--- config.mk ---
export PLATFORM = sky130hd
export DESIGN_NAME = bcd_count2
export DESIGN_NICKNAME = d
export VERILOG_FILES = /design/src/rtl/bcd_count2.sv
export SDC_FILE = /design/constraint.sdc
export NUM_CORES = 1
export LEC_CHECK = 0
export CAP_MARGIN = 30
export CORE_MARGIN = 2
export CORE_UTILIZATION = 34
export DETAILED_ROUTE_END_ITERATION = 8
export MAX_ROUTING_LAYER = met4
export RECOVER_POWER = 25
export SYNTH_ARGS = -nofsm -noshare
export SYNTH_HDL_FRONTEND = slang
export SYNTH_SLANG_ARGS = --single-unit
--- constraint.sdc ---
create_clock -name clk -period 2.2 [get_ports clk]
set_input_delay 0.44 -clock clk [delete_from_list [all_inputs] [get_ports clk]]
set_output_delay 0.44 -clock clk [all_outputs]
set_load 0.05 [all_outputs]
--- src/rtl/bcd_count2.sv ---
`default_nettype none
// ============================================================================
// Module   : bcd_count2
// Purpose  : Two-digit packed-BCD counter (00..MAX) with edge-detected step,
//            synchronous load of validated BCD values, wrap carry pulse and a
//            zero flag. Digits drive seg7 decoders directly.
// Revision : 1.0 - initial release
// ----------------------------------------------------------------------------
// Parameters:
//   MAX       - top count in packed BCD, 8'h01..8'h99 (default 8'h99)
// Ports:
//   clk       in   1  clock, rising edge
//   reset_n   in   1  synchronous active-low reset
//   step      in   1  level request, each 0->1 transition is one count event
//   down      in   1  1 = count down (only when BCD_DOWN_EN is defined)
//   load      in   1  synchronous load strobe
//   load_val  in   8  packed BCD load value
//   ones      out  4  BCD ones digit
//   tens      out  4  BCD tens digit
//   carry     out  1  registered one-cycle wrap pulse
//   zero      out  1  high when {tens,ones} == 8'h00 (combinational)
// Configuration macro:
//   BCD_DOWN_EN - when defined, down selects decrement; otherwise down is
//                 ignored and the block counts up only.
// ============================================================================
module bcd_count2 #(
  parameter logic [7:0] MAX = 8'h99
) (
  input  logic       clk,
  input  logic       reset_n,
  input  logic       step,
  input  logic       down,
  input  logic       load,
  input  logic [7:0] load_val,
  output logic [3:0] ones,
  output logic [3:0] tens,
  output logic       carry,
  output logic       zero
);

  logic [7:0] cnt_q, cnt_d;
  logic       carry_q, carry_d;
  logic       step_q;
  logic       w_event;
  logic       w_down;
  logic       w_load_ok;

  // step_q resets to 1 so a step held high through reset release is not
  // mistaken for a rising edge.
  assign w_event = step & ~step_q;

`ifdef BCD_DOWN_EN
  assign w_down = down;
`else
  // Direction input is kept on the interface but has no effect.
  logic unused_down;
  assign unused_down = down;
  assign w_down      = 1'b0;
`endif

  // Packed-BCD values with legal nibbles order the same way as their binary
  // encodings, so a plain magnitude compare against MAX is sufficient.
  assign w_load_ok = (load_val[7:4] <= 4'd9) && (load_val[3:0] <= 4'd9) &&
                     (load_val <= MAX);

  always_comb begin
    cnt_d   = cnt_q;
    carry_d = 1'b0;
    if (load) begin
      // Load wins over a coincident count event; that event is dropped.
      if (w_load_ok) begin
        cnt_d = load_val;
      end
    end else if (w_event) begin
      if (w_down) begin
        if (cnt_q == 8'h00) begin
          cnt_d   = MAX;
          carry_d = 1'b1;
        end else if (cnt_q[3:0] == 4'd0) begin
          cnt_d = {cnt_q[7:4] - 4'd1, 4'd9};
        end else begin
          cnt_d = {cnt_q[7:4], cnt_q[3:0] - 4'd1};
        end
      end else begin
        if (cnt_q == MAX) begin
          cnt_d   = 8'h00;
          carry_d = 1'b1;
        end else if (cnt_q[3:0] == 4'd9) begin
          cnt_d = {cnt_q[7:4] + 4'd1, 4'd0};
        end else begin
          cnt_d = {cnt_q[7:4], cnt_q[3:0] + 4'd1};
        end
      end
    end
  end

  always_ff @(posedge clk) begin
    if (!reset_n) begin
      cnt_q   <= 8'h00;
      carry_q <= 1'b0;
      step_q  <= 1'b1;
    end else begin
      cnt_q   <= cnt_d;
      carry_q <= carry_d;
      step_q  <= step;
    end
  end

  assign tens  = cnt_q[7:4];
  assign ones  = cnt_q[3:0];
  assign carry = carry_q;
  assign zero  = (cnt_q == 8'h00);

endmodule
`default_nettype wire

Yosys cells after proc, flatten, opt, wreduce, memory -nomap -nowiden
Cells that the tools add are included.
{"block": "word_totals", "mem_count": 0, "in_bits": 13, "elab_cells": 30, "output_inout_bits": 10, "regBits": 10, "latchBits": 0, "mem_bits_rw": 0, "romBits": 0}
{"block": "op_classes", "n_mul": 0, "n_mux": 6, "add_sub_neg": 2, "magnitude_cmp": 3, "shift": 0, "n_reduce_logical": 8, "div": 0, "bitwise_logic": 4, "n_eq_ne": 3}
{"cell": "$mux 8", "count": 5}
{"cell": "$add 4x1->4 const B", "count": 2}
{"cell": "$eq 8x8->1 const B", "count": 1}
{"cell": "$le 4x4->1 const B", "count": 2}
{"cell": "$le 8x8->1 const B", "count": 1}
{"cell": "$logic_not 8->1", "count": 1}
{"cell": "$eq 4x4->1 const B", "count": 1}
{"cell": "$not 1->1", "count": 3}
{"cell": "$reduce_and 3->1", "count": 1}
{"cell": "$reduce_bool 3->1", "count": 1}
{"cell": "$reduce_or 3->1", "count": 1}
{"cell": "$logic_and 1x1->1", "count": 2}
{"cell": "$ne 2x1->1 const B", "count": 1}
{"cell": "$reduce_and 2->1", "count": 1}
{"cell": "$reduce_bool 2->1", "count": 1}
{"cell": "$and 1x1->1", "count": 1}
{"cell": "$mux 1", "count": 1}

Depth between registers and ports, before layout
Gate-level depths: netlist of the first run.
{"block": "depth", "word_depth": 5, "depth_mapped": 6}

Worst setup path after synthesis of the first run
OpenSTA, ideal clock, no wires.
{"block": "synth_path", "path_type": "reg2out", "start": "register cnt_q[4]", "end": "output port zero", "setup_slack_ns": 0.437, "arrival_time_ns": 1.323, "stages_incl_launch_ff": 4, "t_required_ns": 1.760, "path_cell_list": "dfxtp_1 inv_1 ha_1 and3_1"}
{"block": "synth_between", "elab_chain_cells": 1}
{"element": "from (decl)", "line": "41", "source": "logic [7:0] cnt_q, cnt_d;"}
{"element": "from (signal assigned)", "line": "103", "source": "cnt_q <= cnt_d;"}
{"element": "$logic_not 8->1", "line": "112", "source": "assign zero = (cnt_q == 8'h00);"}
{"element": "to (decl)", "line": "38", "source": "output logic zero"}
Every way passes these cells.

Worst setup path after layout of the first run
{"block": "layout_path", "start": "register cnt_q[0]", "end": "output port ones[0]"}
{"element": "to (decl)", "line": "35", "source": "output logic [3:0] ones,"}
No word-level cell between the ends.

==> impl_results.md, run 1 <==
* Distinct cells, synth at 38
* Worst clock skew at 0.6810 ps
* Minimum clock period at 2073 ps
* Data arrival time of the critical path at 1630 ps
* Reg2Reg Setup Slack at 640 ps
* Mapped Area at 700.7 µm²
* DRT iter0 DRCs at 16
* Worst slew pin tran at 631.6 ps
* Portion of total power attributed to sequential cells at 37.4%
* Root buffer cell: sky130_fd_sc_hd__clkbuf_4
* Detail Placement HPWL at 1367 µm
* Met1 WL at 912 µm
* Startpoint-to-endpoint class of the critical path: reg -> out
* Final antenna-violating net count at 0
* Placeable core region at 0.001962 mm²
* Power Dens Cells at 544.4 mW/mm²
* Number of antenna violations at the first check in global routing at 0
* Worst skew pair latency at 270 ps
* Number of failing setup endpoints in the final timing report at 0
* Global-route wire length before repair at 3008 µm
* Met2 WL post-DR at 782 µm
* R2r startpoint: cnt_q[1]
* Combinational family with the most area after synthesis: compound AO/OA/AOI/OAI gates
* Critical-path cell with the highest stage delay: sky130_fd_sc_hd__clkdlybuf4s50_1
* Routed vias/inst at 5.522
* Critical Path Start Type: register
* Post-synth ARST share at 0%
* # nets final at 128
* Area fraction in and, or, nand and nor cells after synthesis at 25.89%
* Combinational power share at 30.8%
* Post-Synthesis Net Count at 100
* Routed wirelength normalized by instance count at 13.30 µm
* Filler Cell Count at 204
* Critical path origin: cnt_q[0]
* Xor/xnor cell area share of the yosys netlist at 0%
* Worst setup path end: ones[0]
* Core Rows at 16
* Count of hold buffers inserted by post-cts repair at 0
* #FFs+latches synth at 10
* Worst slack on hold paths at 526.5 ps
* H-tree lvl count at 1
* 1st-pass router iterations at 4
* Number of enable flip-flop cells after synthesis at 0
* Pint at 0.3614 mW
* Delay of the slowest cell on the worst path at 860 ps
* Crit path capture type: output port
* Switching portion of total power at 33.35%
* Average cell area after synthesis at 8.341 µm²
* Placer's final routability congestion estimate at 0.8190
* Overall fraction of global-route tracks in use at 16.25%
* Buffers inserted by post-CTS timing repair at 0
* Final-layout setup total negative slack at 0 ps
* Reported leakage power at 0.3611 nW
* Detailed-route wire length at 1835 µm
* Clock power frac at 31.8%
* Die area at 0.002440 mm²
* TritonCTS clock tree: built
* Number of logic stages on the critical path including buffering at 1
* Final Max Tran Viols at 0
* Number of antenna cells inserted at 0
* Top_reg_cell synth: sky130_fd_sc_hd__dfxtp_1
* Number of maximum-capacitance violations at 0
* Number of vias after detailed routing at 762
* Cells traversed along the worst timing path: clkdlybuf4s50_1
* Largest net degree at the start of global routing at 14
* Vertical die dimension at 49.40 µm
* Bufs on Longest Clock Path at 2
* Share of post-route cells with drive strength above 1 at 12.61%
* Clock transition at path regs at 70 ps
* I/O pin total at 23
* Sw Pwr at 0.1808 mW
* Hold violation total from the final report at 0
* Count of buffer and inverter cells on the critical path at 1
* Maximum fanout along the worst path at 10
* Cell family with most CP delay: buffers and inverters
* Amount of wire on met3 after detailed routing at 93 µm
* Global-route congestion overflow total at 0
* Synth-to-layout area growth at 42.14%
* Share of the synthesized area in compound gates (AO/OA/AOI/OAI) at 34.64%
* Worst voltage drop across the vdd grid at 0.3569 mV
* Capturing point of the worst reg2reg path: cnt_q[5]
* Logic depth of the worst register-to-register path at 5
* Maximum operating frequency at 482.3 MHz
* Share of the cycle needed by the critical path after routing at 94.24%
* Setup repair after global routing missed its margin: false
* Clock sink count at 10
* CTS resizes at 0
* Proportion of synthesized area in mux cells at 0%
* Worst Path Required at 1760 ps
* Total clock buffers created by CTS at 3
* Drc violations at 0
* Top Layer Used: met4
* Count of buffers inserted at the top-level ports at 21
* Vias in the first global route at 637
* Part of the Yosys area used for sequential elements at 28.57%
* Starting Density at 35.71%
* Area share of fa/ha/maj cells after synthesis at 5.357%
* Type of the most critical hold path: reg -> reg
* Post-synthesis instance total at 84
* Die Span X at 49.40 µm
* Relative max-transition margin at 57.89%
* Status: complete, no violations
* Synth warn at 0
==> registers in the layout, indices dropped and copies added (netlist names) <==
signal  flops
carry       1
cnt_q       8
step_q      1
==> layout make-up <==
| cell class | count | area (µm²) | area share (%) |
|---|---|---|---|
| timing repair buffer | 25 | 237.7 | 23.87 |
| clock buffer | 4 | 36.28 | 3.643 |
| sequential | 10 | 200.2 | 20.10 |
| inverter | 8 | 30.03 | 3.015 |
| tap | 27 | 33.78 | 3.392 |
| multi-input combinational | 64 | 457.9 | 45.98 |
==> power by group through the flow <==
| stage | clock network (mW) | logic (mW) | registers (mW) |
|---|---|---|---|
| 6_report | 0.172 | 0.167 | 0.203 |
| 5_1_grt | 0.180 | 0.179 | 0.206 |
| 4_1_cts | 0.172 | 0.168 | 0.203 |
| 3_5_place_dp | 0 | 0.167 | 0.207 |
| 3_3_place_gp | 0 | 0.168 | 0.207 |
| 2_1_floorplan | 0 | 0.0736 | 0.234 |
==> metal layers <==
metal / vias up / track usage (%)
met5: - / -
met3: 5 / 2.454
li1: 378 / -
met4: 0 / 8.333
met1: 355 / 22.41
met2: 24 / 22.75
==> worst min path at each step <==
stage | from | endpoint | slack, ps | depth (start not counted)
2_1_floorplan | step_q | carry | 500 | 2
3_3_place_gp | cnt_q[7] | cnt_q[7] | 510 | 2
3_5_place_dp | cnt_q[7] | cnt_q[7] | 510 | 2
4_1_cts | cnt_q[7] | cnt_q[7] | 520 | 2
5_1_grt | cnt_q[7] | cnt_q[7] | 570 | 2
6_report | cnt_q[7] | cnt_q[7] | 530 | 2
==> placed cells by master (no fill, tap or decap), types with 2 or more instances in the layout <==
cell / n
sky130_fd_sc_hd__nor2b_1: 2
sky130_fd_sc_hd__ha_1: 3
sky130_fd_sc_hd__nand2b_1: 2
sky130_fd_sc_hd__a32oi_1: 2
sky130_fd_sc_hd__dlygate4sd3_1: 2
sky130_fd_sc_hd__buf_4: 5
sky130_fd_sc_hd__and3b_1: 2
sky130_fd_sc_hd__inv_1: 8
sky130_fd_sc_hd__clkbuf_4: 3
sky130_fd_sc_hd__nand3b_1: 2
sky130_fd_sc_hd__nand2_1: 6
sky130_fd_sc_hd__a21o_1: 3
sky130_fd_sc_hd__o32ai_1: 2
sky130_fd_sc_hd__a21oi_1: 6
sky130_fd_sc_hd__clkdlybuf4s50_1: 18
sky130_fd_sc_hd__dfxtp_1: 10
sky130_fd_sc_hd__a221oi_1: 6
sky130_fd_sc_hd__nand3_1: 3
sky130_fd_sc_hd__o21ai_0: 5
==> cell usage after synthesis (all sizes together), types with 3 or more instances <==
cell type | number | area (µm²)
nand2 | 7 | 28.78
o21ai | 6 | 30.02
a221oi | 6 | 52.55
ha | 3 | 37.54
inv | 8 | 30.03
a21o | 3 | 22.52
dfxtp | 10 | 200.2
a21oi | 6 | 33.78
nand3 | 3 | 15.01
==> metrics by stage <==
| step | area [µm²] | utilization [%] | power [mW] | cells | setup WS (ps) |
|---|---|---|---|---|---|
| 2_1_floorplan | 700.7 | - | 0.3076 | 84 | 437.1 |
| 3_3_place_gp | 963.4 | 49.11 | 0.3747 | 134 | 141.3 |
| 3_5_place_dp | 963.4 | 49.11 | 0.3745 | 134 | 139.4 |
| 4_1_cts | 999.7 | 50.96 | 0.5434 | 138 | 107.2 |
| 5_1_grt | 996.0 | 50.77 | 0.5641 | 138 | 33.59 |
| 6_report | 996.0 | 50.77 | 0.5422 | 138 | 126.8 |
==> cell families (layout without fill, tap and decap cells) <==
kind of cell,after synthesis,in the layout
compound gates,33,33
fa+ha+maj,3,3
buf+inv,10,37
flops,10,10
simple gates,28,28
==> worst min-delay path: stages, from the launching register on <==
cell and delay, ps:
sky130_fd_sc_hd__dfxtp_1 350, sky130_fd_sc_hd__nand2_1 70, sky130_fd_sc_hd__o32ai_1 60
Note: power is estimated with default switching activity, not from simulation.
==> run 2, diff against run 1 <==
--- a/config.mk
+++ b/config.mk
@@ -14,3 +14,4 @@
 export SYNTH_ARGS = -nofsm -noshare
 export SYNTH_HDL_FRONTEND = slang
 export SYNTH_SLANG_ARGS = --single-unit
+export TNS_END_PERCENT = 20
==> results of run 2 <==
The final DEF is identical to that of run 1; final timing and power are the same.
==> run 3, diff against run 2 <==
==> constraint.sdc (replaced) <==
create_clock -name clk -period 2.46 [get_ports clk]
set_input_delay 0.492 -clock clk [delete_from_list [all_inputs] [get_ports clk]]
set_output_delay 0.492 -clock clk [all_outputs]
set_load 0.05 [all_outputs]
==> run 3 against run 2 <==
Final cell count fell by 2.2%. Non-clock buffer count fell by 2. Global-route usage rose by 0.69 points. Sequential cell count did not move. Count of clock-buffer cells in the layout fell by 1. Core utilization fell by 1.5 points. First-iteration DRC count rose by 13%. Via count fell by 2.2%. Clock skew barely moved. Sequential share of layout area rose by 0.60 points. Largest cell class unchanged.
==> impl_results.md, run 3 (synthesis results as in run 1) <==
* Status: complete, no violations
* Count of hold buffers inserted by post-cts repair at 0
* Maximum fanout along the worst path at 9
* Area taken by multi-input logic gates at 461.7 µm²
* Routed vias/inst at 5.519
* Most frequent standard cell in the layout excluding fill and tap cells: sky130_fd_sc_hd__clkdlybuf4s50_1
* Final antenna-violating net count at 0
* CTS resizes at 0
* Maximum operating frequency at 462.0 MHz
* Hold violation total from the final report at 0
* Filler Cell Count at 218
* Logic depth of the worst register-to-register path at 4
* Final Non-Filler Cells at 135
* Synth-to-layout area growth at 38.04%
* Type of the most critical hold path: reg -> reg
* Vias in the first global route at 624
* Worst voltage drop across the vdd grid at 0.2404 mV
* Number of failing setup endpoints in the final timing report at 0
* Reg with most FFs: cnt_q
* Data arrival time of the critical path at 1670 ps
* Largest net degree at the start of global routing at 11
* R2r startpoint: cnt_q[0]
* Count of buffer and inverter cells on the critical path at 1
* Placeable core region at 0.001962 mm²
* Worst slew pin tran at 592.2 ps
* Hold endpoint: cnt_q[6]
* Die area at 0.002440 mm²
* Routed wirelength normalized by instance count at 14.55 µm
* Detailed-route wire length at 1964 µm
* Clock transition at path regs at 60 ps
* Startpoint-to-endpoint class of the critical path: reg -> out
* Power Dens Cells at 453.1 mW/mm²
* I/O pin total at 23
* Root buffer cell: sky130_fd_sc_hd__clkbuf_4
* H-tree lvl count at 1
* Setup repair after global routing missed its margin: false
* Share of post-route cells with drive strength above 1 at 10.19%
* Cell family with most CP delay: buffers and inverters
* Delay of the slowest cell on the worst path at 880 ps
* Total clock buffers created by CTS at 3
* Worst path setup slack after routing at 295.6 ps
* Number of logic stages on the critical path including buffering at 1
* Number of placed instances, taps included at 132
* Start point of the worst min-delay path: cnt_q[6]
* Post-place setup slack at 246.7 ps
* Starting Density at 35.71%
* Overall fraction of global-route tracks in use at 16.94%
* Number of vias after detailed routing at 745
* Vertical die dimension at 49.40 µm
* Worst skew pair latency at 260 ps
* Global-route wire length before repair at 3091 µm
* Placer's final routability congestion estimate at 0.8287
* Detail Placement HPWL at 1481 µm
* Number of maximum-capacitance violations at 0
* TritonCTS clock tree: built
* Reg2Reg Setup Slack at 860 ps
* Critical Path Start Type: register
* Number of antenna violations at the first check in global routing at 0
* Buffers inserted by post-CTS timing repair at 0
* Cell count of the worst hold path at 2
* Capturing point of the worst reg2reg path: cnt_q[7]
* Clock sink count at 10
* Final standard cell utilization of the core at 49.30%
* Drc violations at 0
* Die Span X at 49.40 µm
* Reg area at 200.2 µm²
* Worst Path Required at 1970 ps
* Final-layout setup total negative slack at 0 ps
* Global-route congestion overflow total at 0
* Number of antenna cells inserted at 0
* Relative max-transition margin at 60.69%
* Core Rows at 16
* 1st-pass router iterations at 4
* Crit path capture type: output port
* Most used cells in the layout excluding fill and tap cells: sky130_fd_sc_hd__clkdlybuf4s50_1 (17), sky130_fd_sc_hd__dfxtp_1 (10), sky130_fd_sc_hd__inv_1 (8)
* Reported leakage power at 0.3445 nW
* Final Max Tran Viols at 0
* # nets final at 126
* Count of buffers inserted at the top-level ports at 21
* Bufs on Longest Clock Path at 2
* Cells traversed along the worst timing path: clkdlybuf4s50_1
* Minimum clock period at 2164 ps
* Worst slack on hold paths at 544.8 ps
* Critical-path cell with the highest stage delay: sky130_fd_sc_hd__clkdlybuf4s50_1
* DRT iter0 DRCs at 18
* Number of flip-flops under the largest register name at 8
* Worst clock skew at 0.5512 ps
* Share of the cycle needed by the critical path after routing at 87.98%
==> run 3: worst max path at each step <==
stage / endpoint / slack [ps] / startpoint
global route: ones[1] / 260 / cnt_q[1]
floorplan: zero / 650 / cnt_q[4]
detailed placement: cnt_q[4] / 250 / load
finish: ones[1] / 300 / cnt_q[1]
CTS: ones[1] / 290 / cnt_q[1]
global placement: cnt_q[5] / 280 / load
==> run 3: metal layers <==
metal  global-route usage, %  vias to the layer above  share of wire (%)
li1                        -                      374                  -
met1                   23.84                      352                 50
met2                   23.65                       17                 46
met3                   2.147                        2                3.1
met4                   8.333                        0               0.97
met5                       -                        -                  0
==> run 3: area by class of cell <==
class / count / area share (%)
Timing Repair Buffer: 23 / 22.64
Clock buffer: 3 / 2.329
Tap cell: 27 / 3.493
Sequential cell: 10 / 20.70
Inverter: 8 / 3.105
Multi-Input combinational cell: 64 / 47.74
==> run 3: tightest hold or removal path, cell delays in order, from the launching register on <==
cell                      delay (ps)
sky130_fd_sc_hd__dfxtp_1         350
sky130_fd_sc_hd__nand2_1          70
sky130_fd_sc_hd__o32ai_1          70
==> run 3: through the flow <==
stage          total power, mW  instance area, µm²
2_1_floorplan           0.2751               700.7
3_3_place_gp            0.3314               948.4
3_5_place_dp            0.3335               948.4
4_1_cts                 0.4456               970.9
5_1_grt                 0.4585               967.2
6_report                0.4383               967.2
==> run 3: report_power, final <==
part	internal, mW	total, mW	switching [mW]
registers	0.170	0.185	0.0145
logic	0.0578	0.142	0.0843
clock network	0.0565	0.112	0.0552
total	0.284	0.438	0.154
